**src/rtl/ifft_butterfly_pipe.sv**
```systemverilog
// ifft_butterfly_pipe: three-stage radix-2 inverse FFT butterfly.
//   t = v * conj(w), a = u + t, b = u - t, with optional halving and
//   saturation to NB_W bits. One global advance enable stalls all stages.
//
// Handshake (valid/ready):
//   A beat is accepted on a rising edge where i_valid && o_ready, and it is
//   consumed on a rising edge where o_valid && i_ready. o_ready = en, where
//   en = !o_valid || i_ready. Every stage shifts only when en is 1, so
//   o_valid and the o_a*/o_b* outputs hold steady while o_valid && !i_ready.
//   Invalid slots (bubbles) travel through the stages like data.
module ifft_butterfly_pipe #(
    parameter int NB_W  = 17,
    parameter int NBF_W = 10,
    parameter int SCALE = 1
) (
    input  logic                   i_clk,
    input  logic                   i_rst_n,
    input  logic                   i_valid,
    output logic                   o_ready,
    input  logic signed [NB_W-1:0] i_uI,
    input  logic signed [NB_W-1:0] i_uQ,
    input  logic signed [NB_W-1:0] i_vI,
    input  logic signed [NB_W-1:0] i_vQ,
    input  logic signed [NB_W-1:0] i_wI,
    input  logic signed [NB_W-1:0] i_wQ,
    output logic                   o_valid,
    input  logic                   i_ready,
    output logic signed [NB_W-1:0] o_aI,
    output logic signed [NB_W-1:0] o_aQ,
    output logic signed [NB_W-1:0] o_bI,
    output logic signed [NB_W-1:0] o_bQ,
    input  logic                   i_clr,
    output logic                   o_sat_flag,
    output logic [15:0]            o_sat_cnt
);

    localparam int PW = 2 * NB_W;       // full product width
    localparam int SW = 2 * NB_W + 1;   // product-sum width
    localparam int AW = NB_W + 1;       // add/sub width

    localparam logic signed [NB_W-1:0] NB_MAX = {1'b0, {(NB_W-1){1'b1}}};
    localparam logic signed [NB_W-1:0] NB_MIN = {1'b1, {(NB_W-1){1'b0}}};
    localparam logic signed [SW-1:0]   T_MAX  = {{(SW-NB_W+1){1'b0}}, {(NB_W-1){1'b1}}};
    localparam logic signed [SW-1:0]   T_MIN  = {{(SW-NB_W+1){1'b1}}, {(NB_W-1){1'b0}}};
    localparam logic signed [AW-1:0]   A_MAX  = {{(AW-NB_W+1){1'b0}}, {(NB_W-1){1'b1}}};
    localparam logic signed [AW-1:0]   A_MIN  = {{(AW-NB_W+1){1'b1}}, {(NB_W-1){1'b0}}};

    // Clamp a product-sum to NB_W bits.
    function automatic logic signed [NB_W-1:0] sat_t(input logic signed [SW-1:0] x);
        if (x > T_MAX)      return NB_MAX;
        else if (x < T_MIN) return NB_MIN;
        else                return x[NB_W-1:0];
    endfunction

    function automatic logic clip_t(input logic signed [SW-1:0] x);
        return (x > T_MAX) || (x < T_MIN);
    endfunction

    // Clamp an add/sub result to NB_W bits.
    function automatic logic signed [NB_W-1:0] sat_a(input logic signed [AW-1:0] x);
        if (x > A_MAX)      return NB_MAX;
        else if (x < A_MIN) return NB_MIN;
        else                return x[NB_W-1:0];
    endfunction

    function automatic logic clip_a(input logic signed [AW-1:0] x);
        return (x > A_MAX) || (x < A_MIN);
    endfunction

    logic en;
    assign en      = !o_valid || i_ready;
    assign o_ready = en;

    // ---------------- stage 1: products and u ----------------
    logic                   s1_valid;
    logic signed [PW-1:0]   s1_p_ii, s1_p_qq, s1_p_qi, s1_p_iq;
    logic signed [NB_W-1:0] s1_uI, s1_uQ;

    // Register the four full-precision products and the u operand.
    always_ff @(posedge i_clk) begin
        if (!i_rst_n) begin
            s1_valid <= 1'b0;
            s1_p_ii  <= '0;
            s1_p_qq  <= '0;
            s1_p_qi  <= '0;
            s1_p_iq  <= '0;
            s1_uI    <= '0;
            s1_uQ    <= '0;
        end else if (en) begin
            s1_valid <= i_valid;
            s1_p_ii  <= i_vI * i_wI;
            s1_p_qq  <= i_vQ * i_wQ;
            s1_p_qi  <= i_vQ * i_wI;
            s1_p_iq  <= i_vI * i_wQ;
            s1_uI    <= i_uI;
            s1_uQ    <= i_uQ;
        end
    end

    // ---------------- stage 2: t = v * conj(w), saturated ----------------
    logic signed [SW-1:0]   sum_ti, sum_tq, shf_ti, shf_tq;

    // Product sums in SW bits, then floor shift back to the operand scale.
    always_comb begin
        sum_ti = {s1_p_ii[PW-1], s1_p_ii} + {s1_p_qq[PW-1], s1_p_qq};
        sum_tq = {s1_p_qi[PW-1], s1_p_qi} - {s1_p_iq[PW-1], s1_p_iq};
        shf_ti = sum_ti >>> NBF_W;
        shf_tq = sum_tq >>> NBF_W;
    end

    logic                   s2_valid;
    logic                   s2_tsat;
    logic signed [NB_W-1:0] s2_tI, s2_tQ, s2_uI, s2_uQ;

    // Register saturated t, its clip status, and u.
    always_ff @(posedge i_clk) begin
        if (!i_rst_n) begin
            s2_valid <= 1'b0;
            s2_tsat  <= 1'b0;
            s2_tI    <= '0;
            s2_tQ    <= '0;
            s2_uI    <= '0;
            s2_uQ    <= '0;
        end else if (en) begin
            s2_valid <= s1_valid;
            s2_tsat  <= clip_t(shf_ti) || clip_t(shf_tq);
            s2_tI    <= sat_t(shf_ti);
            s2_tQ    <= sat_t(shf_tq);
            s2_uI    <= s1_uI;
            s2_uQ    <= s1_uQ;
        end
    end

    // ---------------- stage 3: a = u + t, b = u - t ----------------
    logic signed [AW-1:0] add_i, add_q, sub_i, sub_q;
    logic signed [AW-1:0] scl_ai, scl_aq, scl_bi, scl_bq;
    logic                 s3_event;

    // Widened add/sub, optional halving, and the per-beat saturation event.
    always_comb begin
        add_i = {s2_uI[NB_W-1], s2_uI} + {s2_tI[NB_W-1], s2_tI};
        add_q = {s2_uQ[NB_W-1], s2_uQ} + {s2_tQ[NB_W-1], s2_tQ};
        sub_i = {s2_uI[NB_W-1], s2_uI} - {s2_tI[NB_W-1], s2_tI};
        sub_q = {s2_uQ[NB_W-1], s2_uQ} - {s2_tQ[NB_W-1], s2_tQ};
        if (SCALE != 0) begin
            scl_ai = add_i >>> 1;
            scl_aq = add_q >>> 1;
            scl_bi = sub_i >>> 1;
            scl_bq = sub_q >>> 1;
        end else begin
            scl_ai = add_i;
            scl_aq = add_q;
            scl_bi = sub_i;
            scl_bq = sub_q;
        end
        s3_event = s2_valid && (s2_tsat || clip_a(scl_ai) || clip_a(scl_aq) ||
                                clip_a(scl_bi) || clip_a(scl_bq));
    end

    // Output register: the final stage drives o_valid and the results.
    always_ff @(posedge i_clk) begin
        if (!i_rst_n) begin
            o_valid <= 1'b0;
            o_aI    <= '0;
            o_aQ    <= '0;
            o_bI    <= '0;
            o_bQ    <= '0;
        end else if (en) begin
            o_valid <= s2_valid;
            o_aI    <= sat_a(scl_ai);
            o_aQ    <= sat_a(scl_aq);
            o_bI    <= sat_a(scl_bi);
            o_bQ    <= sat_a(scl_bq);
        end
    end

    // Sticky saturation status; clear takes priority over a same-cycle event.
    always_ff @(posedge i_clk) begin
        if (!i_rst_n) begin
            o_sat_flag <= 1'b0;
            o_sat_cnt  <= '0;
        end else if (i_clr) begin
            o_sat_flag <= 1'b0;
            o_sat_cnt  <= '0;
        end else if (en && s3_event) begin
            o_sat_flag <= 1'b1;
            if (o_sat_cnt != 16'hFFFF) o_sat_cnt <= o_sat_cnt + 16'd1;
        end
    end

endmodule
```
**config.mk**
```make
export PLATFORM = sky130hd
export DESIGN_NAME = ifft_butterfly_pipe
export DESIGN_NICKNAME = d
export VERILOG_FILES = /design/src/rtl/ifft_butterfly_pipe.sv
export SDC_FILE = /design/constraint.sdc
export NUM_CORES = 2
export LEC_CHECK = 0
export ABC_AREA = 1
export BUFFER_PORTS_ARGS = -buffer_cell sky130_fd_sc_hd__buf_2
export CORE_UTILIZATION = 50
export DETAILED_ROUTE_END_ITERATION = 12
export GPL_ROUTABILITY_DRIVEN = 1
export GPL_TIMING_DRIVEN = 0
export PLACE_DENSITY_LB_ADDON = 0.12
export SETUP_SLACK_MARGIN = 0.2
export SYNTH_ARGS = -nofsm -noshare
export SYNTH_HDL_FRONTEND = slang
export SYNTH_SLANG_ARGS = --single-unit
```
**constraint.sdc**
```tcl
create_clock -name i_clk -period 6 [get_ports i_clk]
set_input_delay 0 -clock i_clk [delete_from_list [all_inputs] [get_ports i_clk]]
set_output_delay 0 -clock i_clk [all_outputs]
set_load 0.005 [all_outputs]
```
==> summary.md <==
| Metric | Value |
|---|---|
| Crit start category | `input pin` |
| Slew Limit Fails | `0` |
| Met3 Usage GRT | `about 7.4%` |
| Post-synth EDFFs | `0` |
| HPWL after DPL | `~210000 um` |
| Max clock buf depth | `3` |
| Routed len/inst | `around 25 um` |
| Hold WC Path Type | `in2reg` |
| Routing usage on met1 | `54.0%` |
| DR vias | `57200` |
| CP required | `6550 ps` |
| Chip Height | `about 360 um` |
| Clock-pin slew on the worst setup and hold paths | `70 ps` |
| CORE AREA | `128000 um2` |
| Synth Instances | `8584` |
| H-tree levels | `1` |
| #FFs+latches synth | `327` |
| Hold_ws | `75.6 ps` |
| CTS tree | `built` |
| Layout cells sized above 1 | `~7.0%` |
| Critical path arrival | `6350 ps` |
| Final Skew | `17.1 ps` |
| R2R depth | `13` |
| Placed inst area | `67400 um2` |
| Largest net degree at the start of global routing | `17` |
| Met2 Use GR | `60.7%` |
| TritonCTS Sinks | `327` |
| Port bufs | `124` |
| Setup crit end kind | `flip-flop` |
| Initial core utilization | `50.6%` |
| Maximum clock frequency | `172 MHz` |
| Row cnt | `131` |
| Routed wire length | `258000 um` |
| Most common cell after layout, fill and taps aside | `inv_1` |
| Capture point of the worst reg-to-reg path | `s2_tsat` |
| RSZ-0062 raised after global routing | `true` |
| IO Pins | `194` |
| Final Hold Vio Count | `0` |
| First-pass GRT wire length | `381000 um` |
| Hold EP | `o_sat_flag` |
| GRT Residual Overflow | `0` |
| Main synth FF type | `dfxtp_1` |
| Synth area leaders | `fa_1 (37%), inv_1 (14%), nand2_1 (11%), dfxtp_1 (10%), ha_1 (9.1%)` |
| Most frequent cells in the layout | `inv_1 (2349), nand2_1 (1857), fa_1 (1168), ha_1 (464), nor2_1 (463)` |
| Final instance area | `approximately 70000 um2` |
| Period utilization | `a little over nine tenths` |
| Drt first-iter violations | `between 5000 and 6000` |
| Share of flip-flops with an asynchronous set or reset | `0%` |
| Final setup viols | `0` |
| Most Crowded Layer GR | `met2` |
| Via density | `5.46` |
| RD Place Congestion | `1.05` |
| TritonCTS Buffers | `30` |
| Hold Path Stages | `5` |
| Vias in the first global route | `58000` |
| Initial antenna violation count | `22` |
| GRT Util Overall | `40.2%` |
| Hold_sp | `i_ready` |
| Root Buffer | `clkbuf_16` |
| ANT nets after route | `0` |
| Worst R2R Start | `s1_p_qq[25]` |
| Area Growth Syn to Fin | `8.47%` |
| # Max-Cap Violations | `0` |
| Final core occ | `between 50% and 60%` |
| Slew @ Worst Pin | `1450 ps` |
| Clk_lat worst skew | `610 ps` |
| Worst Path Max Fanout | `10` |
| Synth warnings | `0` |
| Average size of a mapped cell | `7.53 um2` |
| Sequential area share after synthesis | `10.1%` |
| Share of the synthesized area in the top cell type | `36.8%` |
| Final net count | `10600` |
| Area of the mapped netlist | `64700 um2` |
| Crit Path Category | `in2reg` |
| Pre-Repair DR Iteration Count | `6` |
| Die width | `362 um` |
| Leading area contributor after synthesis | `fa_1` |
| Final min period | `5800 ps` |
| Setup crit start | `i_wQ[14]` |
| Residual DRC count | `0` |
| R2R setup slack | `~2800 ps` |
| Outcome | `complete, no violations` |
| Count of cell types in the netlist | `58` |
| Die ar. | `~130000 um2` |
| Worst rel slew slack | `3.17%` |
| Syn nets | `10400` |
state kept, by name (all words and copies together) (netlist names):
name,cells
o_valid,1
s1_p_iq,34
o_aQ,17
s1_p_qq,34
o_sat_cnt,16
s2_tI,17
s2_tsat,1
s2_tQ,17
s2_uQ,17
s1_p_ii,34
o_bI,17
s1_uQ,17
o_sat_flag,1
s1_uI,17
o_bQ,17
s2_valid,1
s1_p_qi,34
s1_valid,1
o_aI,17
s2_uI,17
worst max-delay path by stage:
stage / endpoint / slack (ps) / cells past startpoint
finish: s1_p_iq[33] / 200 / 26
global route: s1_p_iq[33] / 150 / 24
CTS: s1_p_iq[33] / 180 / 26
detailed placement: s1_p_iq[33] / -2430 / 23
global placement: s1_p_iq[33] / -2410 / 23
floorplan: s1_p_qq[31] / 300 / 24
worst max-delay path, stage by stage:
cell and delay (ps):
clkbuf_4 350, buf_4 350, nand2_1 130, fa_1 510, fa_1 490, inv_1 50
fa_1 520, fa_1 450, fa_1 510, inv_1 70, fa_1 670, inv_1 90
ha_2 460, nand2_1 110, nor2_1 100, inv_1 60, nor3_1 210, nand3_1 130
nand3_2 160, a21o_1 210, nand2_1 70, nand2_1 110, a21oi_1 100, o21ai_2 210
nand3_1 110, inv_1 100
stage by stage:
stage / setup TNS (ps) / setup slack (ps) / cells
6_report: 0 / 199 / 10500
5_1_grt: 0 / 154 / 10500
4_1_cts: 0 / 183 / 10500
3_5_place_dp: -134400 / -2430 / 10400
3_3_place_gp: -135880 / -2410 / 10400
2_1_floorplan: 0 / 297 / 8584
cells by family (layout without fill, tap and decap cells):
family / Yosys count / in the layout / synth area share [%]
adder cells (fa/ha/maj): 1659 / 1659 / 45.9
AO/OA/AOI/OAI: 1040 / 1040 / 9.32
XOR/XNOR: 181 / 181 / 2.49
other: 0 / 3 / 0
buffers and inverters: 2751 / 2972 / 16.0
flip-flops: 327 / 327 / 10.1
AND/OR/NAND/NOR: 2626 / 2626 / 16.1
metal layers:
layer / vias up / wire, um
met2: 2793 / 110000
li1: 25500 / -
met4: 12 / 19300
met1: 28200 / 104000
met5: - / 236
met3: 666 / 25600
synthesized netlist by cell type (5+ instances only):
cell / number
a21boi_0: 11
buf_1: 11
nand4_1: 27
a21o_1: 27
nor4_1: 7
nand2_1: 1857
a21oi_1: 373
o21a_1: 12
nor2_1: 463
a31o_2: 11
o21ai_1: 13
fa_1: 1188
or2_2: 20
dfxtp_1: 327
nand3_1: 143
xnor2_1: 76
clkbuf_1: 377
o31ai_1: 8
o221ai_1: 14
ha_1: 471
buf_2: 5
o21bai_1: 82
o211ai_1: 58
o21ai_0: 366
nor3_1: 51
xor2_1: 103
nand3b_1: 7
nand2_2: 17
nand3_2: 6
inv_1: 2349
a221oi_1: 7
nor2_2: 13
a31oi_1: 13
a21oi_2: 25
final cells by class:
type	instances	area [um2]
plain buffers	397	2570
fillers	12700	57700
flip-flops and latches	327	6550
repair buffers	169	1070
diodes	3	7.51
inverters	2354	8860
clock buffers	38	842
well taps	1662	2080
clock inverters	14	170
multi-input cells	5506	48000
repair_timing:
action | in CTS | in global routing
gates resized for setup | 401 | 372
endpoints found under the hold margin | 56 | 0
setup endpoints to repair | 83 | 44
buffers inserted | 3 | 1
pin swaps | 3 | 2
hold buffers | 40 | 0
Power is left out: the tool's default activity adds up to more than one toggle a clock period on the data nets, which glitch-free logic cannot reach.
